## config.mk

```make
export PLATFORM = sky130hd
export DESIGN_NAME = fetch_pc_unit
export DESIGN_NICKNAME = d
export VERILOG_FILES = /design/src/rtl/fetch_pkg.sv /design/src/rtl/fetch_mask_gen.sv /design/src/rtl/fetch_pc_unit.sv
export SDC_FILE = /design/constraint.sdc
export NUM_CORES = 1
export LEC_CHECK = 0
export ABC_AREA = 1
export CORE_MARGIN = 2
export CORE_UTILIZATION = 45
export DETAILED_ROUTE_END_ITERATION = 16
export PLACE_DENSITY_LB_ADDON = 0.12
export SETUP_SLACK_MARGIN = 0.3
export SLEW_MARGIN = 10
export SYNTH_ARGS = -nofsm -noshare
export SYNTH_HDL_FRONTEND = slang
export SYNTH_SLANG_ARGS = --single-unit
```

## constraint.sdc

```tcl
create_clock -name clk -period 4.81 [get_ports clk]
set_clock_uncertainty 0.1 [all_clocks]
set_input_delay 0.962 -clock clk [delete_from_list [all_inputs] [get_ports clk]]
set_output_delay 0.962 -clock clk [all_outputs]
set_load 0.03 [all_outputs]
```

## src/rtl/fetch_pkg.sv

```systemverilog
// Shared types and width helpers for the fetch PC front end.
// Latency: n/a (package only).
// Backpressure: n/a (package only).
package fetch_pkg;

  typedef enum logic [1:0] {
    BOOT  = 2'd0,
    RUN   = 2'd1,
    FAULT = 2'd2
  } fetch_state_e;

  localparam int INSTR_BYTES = 4;

  // Bits of pc that select the starting slot inside a fetch group.
  function automatic int slot_bits(input int fetch_width);
    return (fetch_width > 1) ? $clog2(fetch_width) : 0;
  endfunction

  // Same as slot_bits but never zero, so it can size a port.
  function automatic int off_width(input int fetch_width);
    return (fetch_width > 1) ? $clog2(fetch_width) : 1;
  endfunction

  // Bits of pc cleared to form the group base address.
  function automatic int group_bits(input int fetch_width);
    return $clog2(INSTR_BYTES * fetch_width);
  endfunction

endpackage

```

## src/rtl/fetch_mask_gen.sv

```systemverilog
// Slot-valid mask: slot i is valid when i >= starting slot offset.
// Latency: combinational.
// Backpressure: none; en forces the mask to zero when no group is offered.
// Ports: en (group offered), offset (starting slot), mask (FETCH_WIDTH thermometer).
module fetch_mask_gen
  import fetch_pkg::*;
#(
  parameter int FETCH_WIDTH = 2,
  parameter int OFF_W       = off_width(FETCH_WIDTH)
) (
  input  logic                   en,
  input  logic [OFF_W-1:0]       offset,
  output logic [FETCH_WIDTH-1:0] mask
);

  always_comb begin
    mask = '0;
    for (int i = 0; i < FETCH_WIDTH; i++) begin
      mask[i] = en && (offset <= OFF_W'(i));
    end
  end

endmodule

```

## src/rtl/fetch_pc_unit.sv

```systemverilog
// Fetch PC generator: offers aligned multi-instruction groups, handles branch/flush redirects with an epoch.
// Latency: a redirect on cycle N shows its target on cycle N+1; a fire advances to the next group base next cycle.
// Backpressure: fetch_pc holds while fetch_valid && !fetch_ready; stall drops fetch_valid and freezes advance.
// Ports: clk, rst_n; stall, fetch_ready; branch_taken/branch_target; flush/correct_pc;
//        fetch_valid, fetch_pc, fetch_mask, fetch_epoch; misalign_fault, fault_pc.
module fetch_pc_unit
  import fetch_pkg::*;
#(
  parameter int              XLEN         = 32,
  parameter int              FETCH_WIDTH  = 2,
  parameter logic [XLEN-1:0] RESET_VECTOR = '0,
  parameter int              EPOCH_W      = 3
) (
  input  logic                   clk,
  input  logic                   rst_n,
  input  logic                   stall,
  input  logic                   fetch_ready,
  input  logic                   branch_taken,
  input  logic [XLEN-1:0]        branch_target,
  input  logic                   flush,
  input  logic [XLEN-1:0]        correct_pc,
  output logic                   fetch_valid,
  output logic [XLEN-1:0]        fetch_pc,
  output logic [FETCH_WIDTH-1:0] fetch_mask,
  output logic [EPOCH_W-1:0]     fetch_epoch,
  output logic                   misalign_fault,
  output logic [XLEN-1:0]        fault_pc
);

  localparam int              SLOT_W      = slot_bits(FETCH_WIDTH);
  localparam int              OFF_W       = off_width(FETCH_WIDTH);
  localparam int              GRP_W       = group_bits(FETCH_WIDTH);
  localparam logic [XLEN-1:0] GROUP_BYTES = XLEN'(INSTR_BYTES * FETCH_WIDTH);

  generate
    if ((FETCH_WIDTH < 1) || (FETCH_WIDTH > 8) || ((FETCH_WIDTH & (FETCH_WIDTH - 1)) != 0)) begin : g_bad_width
      $error("fetch_pc_unit: FETCH_WIDTH must be a power of 2 in 1..8");
    end
    if (RESET_VECTOR[1:0] != 2'b00) begin : g_bad_vector
      $error("fetch_pc_unit: RESET_VECTOR must be 4-byte aligned");
    end
  endgenerate

  fetch_state_e     state;
  logic [XLEN-1:0]  pc;
  logic [XLEN-1:0]  group_base;
  logic [XLEN-1:0]  seq_pc;
  logic [XLEN-1:0]  redir_pc;
  logic             redir;
  logic             fire;
  logic [OFF_W-1:0] offset;

  assign fetch_valid    = (state == RUN) && !stall;
  assign fire           = fetch_valid && fetch_ready;
  assign fetch_pc       = pc;
  assign misalign_fault = (state == FAULT);

  // Sequential advance always lands on the next group base, so a group
  // entered mid-way is followed by a fully populated one. Wraps at 2^XLEN.
  assign group_base = {pc[XLEN-1:GRP_W], {GRP_W{1'b0}}};
  assign seq_pc     = group_base + GROUP_BYTES;

  // Flush wins over branch; a branch only counts while running, and
  // stall does not block either one. One redirect = one epoch bump.
  always_comb begin
    redir    = flush || (branch_taken && (state == RUN));
    redir_pc = flush ? correct_pc : branch_target;
  end

  generate
    if (SLOT_W > 0) begin : g_offset
      assign offset = pc[2 +: OFF_W];
    end else begin : g_no_offset
      assign offset = '0;
    end
  endgenerate

  fetch_mask_gen #(
    .FETCH_WIDTH (FETCH_WIDTH),
    .OFF_W       (OFF_W)
  ) u_mask_gen (
    .en     (fetch_valid),
    .offset (offset),
    .mask   (fetch_mask)
  );

  always_ff @(posedge clk or negedge rst_n) begin
    if (!rst_n) begin
      state       <= BOOT;
      pc          <= RESET_VECTOR;
      fetch_epoch <= '0;
      fault_pc    <= '0;
    end else if (redir) begin
      pc          <= redir_pc;
      fetch_epoch <= fetch_epoch + EPOCH_W'(1);
      if (redir_pc[1:0] != 2'b00) begin
        state    <= FAULT;
        fault_pc <= redir_pc;
      end else begin
        state <= RUN;
      end
    end else begin
      case (state)
        BOOT:    state <= RUN;
        RUN:     if (fire) pc <= seq_pc;
        FAULT:   state <= FAULT;
        default: state <= BOOT;
      endcase
    end
  end

endmodule
```

-- Yosys cells after proc, flatten, opt, wreduce, memory -nomap -nowiden
Cells that the tools add are included.
- register bits after elaboration: 69
- bits in latches: 0
- RAM bits: 0
- memory bits (read-only): 0
- input port bits: 70
- output and inout port bits: 71
- logic and storage cells: 31
- memories: 0
- add/sub/neg operators: 2
- multipliers: 0
- divide/modulo/power cells: 0
- order comparisons: 2
- eq/ne operators: 3
- shift-type cells: 0
- muxes and demuxes: 7
- bitwise operators: 0
- reductions and logical operators: 13
- operators with widths (operator ; number):
    $mux W32 ; 4
    $add A32 B4 Y32 const B ; 1
    $pmux W2 S3 ; 1
    $reduce_bool A2 Y1 ; 3
    $logic_and A1 B1 Y1 ; 5
    $mux W2 ; 2
    $reduce_and A2 Y1 ; 2
    $add A3 B1 Y3 const B ; 1
    $eq A2 B1 Y1 const B ; 1
    $eq A2 B2 Y1 const B ; 1
    $le A1 B1 Y1 const B ; 2
    $logic_not A2 Y1 ; 1
    $ne A2 B2 Y1 const B ; 1
    $logic_not A1 Y1 ; 1
    $logic_or A1 B1 Y1 ; 1

-- Logic depth before layout (Yosys ltp)
Gate-level depths: netlist (run 1).
- word-level depth: 6
- depth in mapped cells: 11
- depth with buffers taken out: 11

-- Hierarchy
From an unflattened synthesis (run 1), not the netlist that was laid out.
- cell total of the unflattened synthesis: 565
- area, all modules: 4017.6 um2
- modules (own cells, without submodules) (module ; instances ; cells an instance ; area an instance (um2) ; seq. area each (um2)):
    fetch_pc_unit ; 1 ; 562 ; 4000.1 ; 1726.7
    fetch_mask_gen ; 1 ; 3 ; 17.5 ; 0.0

-- Worst setup path after synthesis (run 1)
Ideal clock, no wire load.
- path kind: input -> output
- from: input port stall
- to: output port fetch_mask[1]
- arrival: 1.555 ns
- required time: 3.748 ns
- setup slack: 2.193 ns
- cell stages on the path: 4
- path buffers: 1
- cells stage by stage: inv_1 -> nand3_1 -> inv_1 -> buf_4
- word-level cells in the longest chain between the ends: 3
- ends and longest elaborated chain (item ; line ; text):
    start: declaration ; fetch_pc_unit.sv:16 ; input logic stall,
    $logic_not A1 Y1 ; fetch_pc_unit.sv:53 ; assign fetch_valid = (state == RUN) && !stall;
    $logic_and A1 B1 Y1 ; fetch_pc_unit.sv:53 ;
    via fetch_valid ; fetch_pc_unit.sv:22 ; output logic fetch_valid,
    $logic_and A1 B1 Y1 ; fetch_mask_gen.sv:19 ; mask[i] = en && (offset <= OFF_W'(i));
    end: declaration ; fetch_pc_unit.sv:24 ; output logic [FETCH_WIDTH-1:0] fetch_mask,
The timed path passes the listed nets, and every way through them passes these cells.

-- Final worst setup path (run 1)
- from: input port stall
- to: output port fetch_mask[0]
- word-level cells in the longest chain between the ends: 3
- ends and longest elaborated chain (item ; line):
    $logic_not A1 Y1 ; fetch_pc_unit.sv:53
    $logic_and A1 B1 Y1 ; fetch_pc_unit.sv:53
    $logic_and A1 B1 Y1 ; fetch_mask_gen.sv:19
No other way between the ends.

==> flow_results.org, run 1 <==
** Drt
- Post-DR wirelength/cell :: 15.2 um
- Total detailed-routing wirelength :: 12,200 um
- The pre-antenna-repair detailed-routing pass consisted of 5 iterations.
- Number of vias in the routed layout :: 4,166
- Once detail routing completed, the nets flagged for antenna violations numbered 0.
- Average vias per placed instance :: 5.21
- In the routed design, unresolved DRC markers number 0.
- Detailed Route Iter0 Violations :: 247

** Synth
- The synthesized design contains 69 register bits.
- Average cell area after synthesis :: 7.10 sq um
- Unique masters post-synth :: 32
- Synthesis produced 553 cells.
- Primary flip-flop cell chosen by synthesis mapping :: dfrtp_1
- Counting flops with a built-in enable in the synthesized netlist gives 0.
- Yosys printed 0 warnings.
- Synth Net Count :: 625
- Share of the yosys chip area belonging to registers :: 44.0%
- Netlist area before placement :: 3930 sq um
- FFs w/ async S/R, synth :: 100%

** Job
- Across the run, the number of max-cap violations was 0.

** Placement
- After legalization and detailed placement, the total HPWL measured 9200 um.
- Counting tap cells, the placed design contains a total of 783 instances.
- Number of input and output port buffers inserted :: 140
- Global placement routability congestion :: 0.904
- Placed cell area :: 5370 sq um
- Worst Setup Slack post-DPL :: 1360 ps

** Worst hold path
- The worst hold path terminates at state[0]$_DFFE_PN0P_.
- Along the worst hold path, the cell count comes to 1.
- Min-delay src :: state[1]$_DFFE_PN0P_
- The path class of the tightest hold or removal check is register to register.

** CTS
- CTS placed an instance of clkbuf_8 at the clock tree root.
- CTS-repair resized insts :: 0
- After clock tree synthesis, the flow added hold-fix buffers numbering 0.
- Worst skew pair latency :: 360 ps
- Post-CTS repair timing setup buffer count :: 0
- Counting the buffers created by CTS gives 9.
- TritonCTS built the clock tree.
- H-tree depth :: 3
- The clock passes through at most 2 buffers.
- Clock slew at the register clock pins of the worst setup and hold paths :: 80 ps
- Num Clock Sinks :: 69

** Global routing
- Global routing usage on met3 :: 6.26%
- Met1 usage in global routing :: 37.1%
- Entering global routing, the biggest net connects 61 pins.
- Initial antenna violation count :: 0
- For this run the aggregate overflow at the end of global routing stands at 0.
- The number of global-route vias before repair is 3,936.
- The first global-routing pass estimated 19,600 um of wire.
- Overall global routing resource usage :: 25.8%
- Busiest layer in global routing :: met2
- GR Util met2 :: 38.5%

** Critical path
- Critical path start-end classification :: primary input to primary output
- Setup slack on the worst reg-to-reg path comes out at 2360 ps.
- Along the worst path, the maximum fanout reaches 3.
- STA classifies the critical path endpoint as a primary output.
- FF-to-FF path depth :: 7
- Launch instance of the worst register-to-register path :: state[0]$_DFFE_PN0P_
- At the worst endpoint, the required time is 3750 ps.
- STA classifies the critical path startpoint as a primary input.
- Terminus of the critical flop-to-flop path :: fetch_pc[24]$_DFFE_PN0P_
- Endpoint arrival time on the critical path :: 2310 ps

** Finish
- Final antenna diode count :: 0
- Final standard cell utilization of the core :: 65.0%
- Final net count :: 758
- In the final layout, the share of cells above drive strength 1 is 4.34%.
- Design area :: 5580 sq um
- Non-Filler Instances :: 799
- Layout overhead on the synthesized area :: 42.1%

** Power
- Total chip power :: 2.04 mW
- Summed over all cells, the static leakage comes to 2.56 nW.
- Power density over the cells :: 365 nW/um^2
- Across the VDD grid, the largest voltage drop is 0.184 mV.

** Floorplan
- Die extent in x :: 97.4 um
- The die is 97.4 um tall.
- Initial Util :: 45.7%
- Total number of placement rows :: 34
- Area of the placeable core :: 8590 sq um
- DIE AREA :: 9490 sq um
- In this run the count of I/O pins placed on the die edge is 141.

** STA
- F_max :: 296 MHz
- Hold slack :: 357 ps
- Count of endpoints failing setup in the final report :: 0
- Final Hold Fails :: 0
- In this run the tightest slew margin relative to its limit is 30.2%.
- The max-slew violation count was 0.
- Worst setup margin :: 1430 ps
- Setup repair after global routing left no endpoint under its margin.
- Setup total negative slack on the finished layout was measured at 0 ps.
- For the finished layout, the period the worst path requires is 3380 ps.
- After layout, the worst path uses 70.2% of the clock period.
- Worst Tran Pin Value :: 1040 ps

** Run status
- The run finished with clean final reports.
[kinds of logic after synthesis]
logic type	count (synthesis)	synth area share, %
AND/OR/NAND/NOR	332	33.8
AO/OA/AOI/OAI	74	11.9
flip-flops	69	44.0
buffers and inverters	64	6.98
XOR/XNOR	11	2.45
adder cells (fa/ha/maj)	2	0.637
multiplexers	1	0.255
[worst max-delay path by stage]
stage                      from                        to  slack [ps]  depth (start not counted)
final                     stall             fetch_mask[0]        1430                          5
after global routing      stall             fetch_mask[0]        1360                          5
after CTS                 stall             fetch_mask[0]        1420                          5
after detailed placement  flush  fault_pc[21]$_DFFE_PN0P_        1360                          9
after global placement    flush  fault_pc[21]$_DFFE_PN0P_        1400                          9
after floorplan           stall             fetch_mask[1]        2190                          4
[per-layer routing]
metal  wire length [um]  vias to the layer above  share of wire [%]
li1                   -                     2048                  -
met4                204                        0                1.7
met1               5710                     1949                 47
met3                892                       18                7.3
met2               5350                      151                 44
met5                  0                        -                  0
[placed cells by master, fill, tap and decap left out, drive strengths merged]
cell / instances
o21bai: 6
nand2: 215
a22oi: 1
clkinvlp: 2
clkbuf: 11
nor3: 4
buf: 5
o31ai: 2
ha: 2
clkinv: 2
inv: 42
bufinv: 1
xnor2: 3
and2: 1
a31oi: 30
nand3: 32
o221ai: 3
a21oi: 9
o211ai: 4
o21ai: 17
nor2: 70
clkdlybuf4s50: 139
and3: 1
a22o: 2
xor2: 8
nand3b: 2
or2: 2
dfrtp: 69
nand4: 5
mux2i: 1
[cell usage after synthesis, types with 2 or more instances]
master,n,area [sq um]
dfrtp_1,69,1730
a21oi_1,9,45.0
o21ai_0,13,65.1
inv_1,37,139
buf_4,6,45.0
nand3b_1,2,15.0
o211ai_2,2,25.0
xor2_1,8,70.1
inv_2,5,18.8
a22o_1,2,17.5
o211ai_1,2,15.0
o21ai_1,4,20.0
o221ai_1,3,26.3
nand2_1,214,803
xnor2_1,3,26.3
o31ai_1,2,15.0
nand3_1,32,160
nor2_1,69,259
clkbuf_1,7,26.3
buf_2,9,45.0
or2_1,2,12.5
nor3_1,4,20.0
a31oi_1,30,188
nand4_1,5,31.3
ha_1,2,25.0
o21bai_1,6,45.0
[state kept, by name, summed over array words and instances, names as in the netlist]
signal and flops:
fault_pc 32, fetch_epoch 3, fetch_pc 32, state 2
[worst max-delay path, cell delays in order]
cell and delay [ps]:
clkdlybuf4s50_1 390, inv_1 50, nand3_1 110, nor2_1 110, clkdlybuf4s50_1 680
[cell type report]
class | count | area [sq um]
tap | 108 | 135
timing repair buffer | 144 | 1430
multi-input combinational | 420 | 1930
fill | 765 | 3010
clock buffer | 11 | 151
sequential | 69 | 1730
inverter | 42 | 158
clock inverter | 5 | 58.8
[report_power, final]
part / switching (mW) / internal [mW]
Sequential: 0.0982 / 0.682
Combinational: 0.443 / 0.317
Clock: 0.232 / 0.267
Total: 0.774 / 1.27
Note: power is estimated with default switching activity, not from simulation.
==> inputs of run 2 (changes only) <==
- CORE_UTILIZATION: 45 -> 41
- clock period: 4.81 -> 2.7 ns (I/O delays scaled with it)
==> flow_results.org, run 2 (synthesis results as in run 1) <==
** Run status
- Status :: finished clean

** Global routing
- The global-route usage over all layers was 24.6% (-1.2 points).
- The total congestion overflow after global routing is 0 (unchanged).
- Via count of the first global-routing pass :: 3,983 (+1.2%)
- Pin count of the biggest net entering global routing :: 70 (+15%)
- The global-route wire length before repair came to 19,700 um (+0.53%).
- The number of antenna violations at the first check in global routing was 0 (unchanged).

** CTS
- Clock tree root driver cell :: clkbuf_8
- Clock slew at the register clock pins of the worst setup and hold paths :: 80 ps (about the same)
- The number of buffers added to fix hold violations after cts was 0 (unchanged).
- The source-to-sink clock delay at the later pin of the worst-skew pair was 350 ps (about the same).
- TritonCTS clock tree :: built
- The number of buffers on the longest clock path is 2 (unchanged).
- The maximum level of the CTS H-tree is 3 (unchanged).
- The sink count of the clock tree was 69 (unchanged).
- Cts bufs inserted :: 9 (unchanged)

** Critical path
- Data required time of the critical path :: 2060 ps (-1690 ps)
- The stage delay of the slowest cell on the critical path is 410 ps (-270 ps).
- Walking the worst path, the cells encountered are clkdlybuf4s50_1 > inv_1 > nand3_1 > nor2_1 > dlygate4sd2_1.
- STA classifies the critical path endpoint as a primary output.
- The worst reg2reg path depth is 10 (+3).
- The endpoint identified for the worst register-to-register timing path is fetch_pc[23]$_DFFE_PN0P_.
- Crit path max fanout :: 3 (unchanged)
- Endpoint arrival time on the critical path :: 1640 ps (-670 ps)
- The setup slack on the worst flop-to-flop path is 610 ps (-1750 ps).
- The worst setup path is of the primary input to primary output kind.
- STA classifies the critical path startpoint as a primary input.
- Cell type of the slowest stage on the worst timing path :: dlygate4sd2_1
- Launch instance of the worst register-to-register path :: fetch_pc[3]$_DFFE_PN0P_

** Drt
- The routed length on met2 is 5490 um (+2.6%).
- Average vias per placed instance :: 5.05 (-3.2%)
- Total detailed-routing wirelength :: 12,400 um (+1.6%)
- The number of vias in the routed layout came to 4,178 (+0.29%).
- First-pass iteration count of the detailed router :: 5 (unchanged)
- The detailed route wirelength on metal3 is 957 um (+7.3%).
- Met1 layer wirelength in the final routing :: 5790 um (+1.3%)
- The highest metal layer carrying signal wires in the routed design is met4.
- Residual DRC :: 0 (unchanged)
- Post-DR wirelength/cell :: 14.9 um (-2.0%)
- The final antenna-violating net count came to 0 (unchanged).
- Detailed Route Iter0 Violations :: 267 (+8.1%)

** Placement
- The number of buffers added on ports came to 140 (unchanged).
- Placed cell area :: 5480 sq um (+2.1%)
- Half-perimeter wire length after placement :: 9280 um (+0.89%)
- The weighted congestion at the end of routability-driven global placement came to 0.974 (+7.8%).

** Floorplan
- The core footprint is 9280 sq um (+8.0%).
- Die Ht :: 102 um (+4.6%)
- The width of the die is 102 um (+4.6%).
- The total I/O pin count came to 141 (unchanged).
- The number of rows in the core area is 35 (+2.9%).
- Initial Util :: 42.3% (-3.4 points)
- DIE AREA :: 10,400 sq um (+9.4%)

** Finish
- The ratio of cells with drive above 1 in the final layout came to 5.29% (+0.95 points).
- Design area :: 5670 sq um (+1.6%)
- The number of nets in the layout was 766 (+1.1%).
- # fillers :: 903 (+18%)
- Leaving out fill and tap cells, the most frequent cell in the layout is nand2_1.
- Leaving out fill and tap cells, the most frequent cells in the layout are 214 x nand2_1, 136 x clkdlybuf4s50_1, 69 x nor2_1, 69 x dfrtp_1, 37 x inv_1.
- The diode insertion count for antenna repair is 0 (unchanged).
- Layout overhead on the synthesized area :: 44.4%

** Power
- The peak supply drop came to 0.316 mV (+72%).
- The leakage power was 2.61 nW (+2.0%).
- Power density over the cells :: 636 nW/um^2 (+74%)

** Job
- The total of max-cap violations was 0 (unchanged).

** Worst hold path
- In this run the worst hold path is classified as primary input to async pin.

** STA
- Derived from the worst setup path, the maximum achievable clock frequency is 439 MHz.
- Final Max Tran Viols :: 0 (unchanged)
- Setup_tns :: 0 ps (unchanged)
- Relative slew margins :: 71.6% (+41 points)
- Final worst-path cycle share :: 84.4%
- Worst Tran Pin Value :: 422 ps (-621 ps)
- The count of final setup violators came to 0 (unchanged).
- Setup repair after global routing left no endpoint under its margin.
- Final Hold Fails :: 0 (unchanged)
- Min Clock Period, post-route :: 2280 ps
## run 2: changes by cell type in the layout (fill, tap and decap cells not counted), sizes merged
cell | previous run | this run
buf | 5 | 13
clkbuf | 11 | 10
clkinv | 2 | 3
clkdlybuf4s50 | 139 | 136
dlygate4sd2 | 0 | 3
## run 2: stage by stage
step	worst slack (ps)	hold WS (ps)	util (%)	instances	total power [mW]
6_report	422	84.4	61.1	828	3.61
5_1_grt	335	126	61.1	828	3.78
4_1_cts	401	114	61.1	828	3.62
3_5_place_dp	134	346	59.1	812	2.78
3_3_place_gp	153	338	59.1	812	2.76
2_1_floorplan	794	144	-	553	2.14
## run 2: layout make-up
class / instances / area (sq um) / share of cell area [%]
Multi-Input combinational cell: 420 / 1930 / 34.0
Tap cell: 129 / 161 / 2.85
Clock inverter: 6 / 63.8 / 1.13
Inverter: 42 / 158 / 2.78
Clock buffer: 10 / 128 / 2.25
Sequential cell: 69 / 1730 / 30.4
Timing Repair Buffer: 152 / 1510 / 26.6
## run 2: per-layer routing
metal | track usage [%] | vias up
met4 | 5.95 | 0
met2 | 37.1 | 155
li1 | - | 2058
met3 | 5.68 | 8
met5 | 0 | -
met1 | 36.1 | 1957
## run 2: worst max-delay path by stage
stage | from | slack (ps) | to | depth (start not counted)
finish | stall | 420 | fetch_mask[0] | 5
global route | stall | 340 | fetch_mask[0] | 5
CTS | stall | 400 | fetch_mask[0] | 5
detailed placement | stall | 130 | fetch_mask[0] | 5
global placement | stall | 150 | fetch_mask[0] | 5
floorplan | fetch_pc[3]$_DFFE_PN0P_ | 790 | fetch_pc[23]$_DFFE_PN0P_ | 10
## run 2: repair_timing
item	CTS	global route
endpoints found under the hold margin	0	0
setup buffers	0	0
gates resized for setup	3	0
endpoints found under the setup margin	3	0
## run 2: power breakdown
| group | switching, mW | internal, mW | leakage [nW] |
|---|---|---|---|
| Clock | 0.424 | 0.425 | 0.0923 |
| Combinational | 0.795 | 0.578 | 1.71 |
| Sequential | 0.170 | 1.21 | 0.810 |
## run 2: worst max-delay path, delay by kind of cell
kind | cells | cell delay, ps
buffers and inverters | 3 | 860
AND/OR/NAND/NOR | 2 | 240
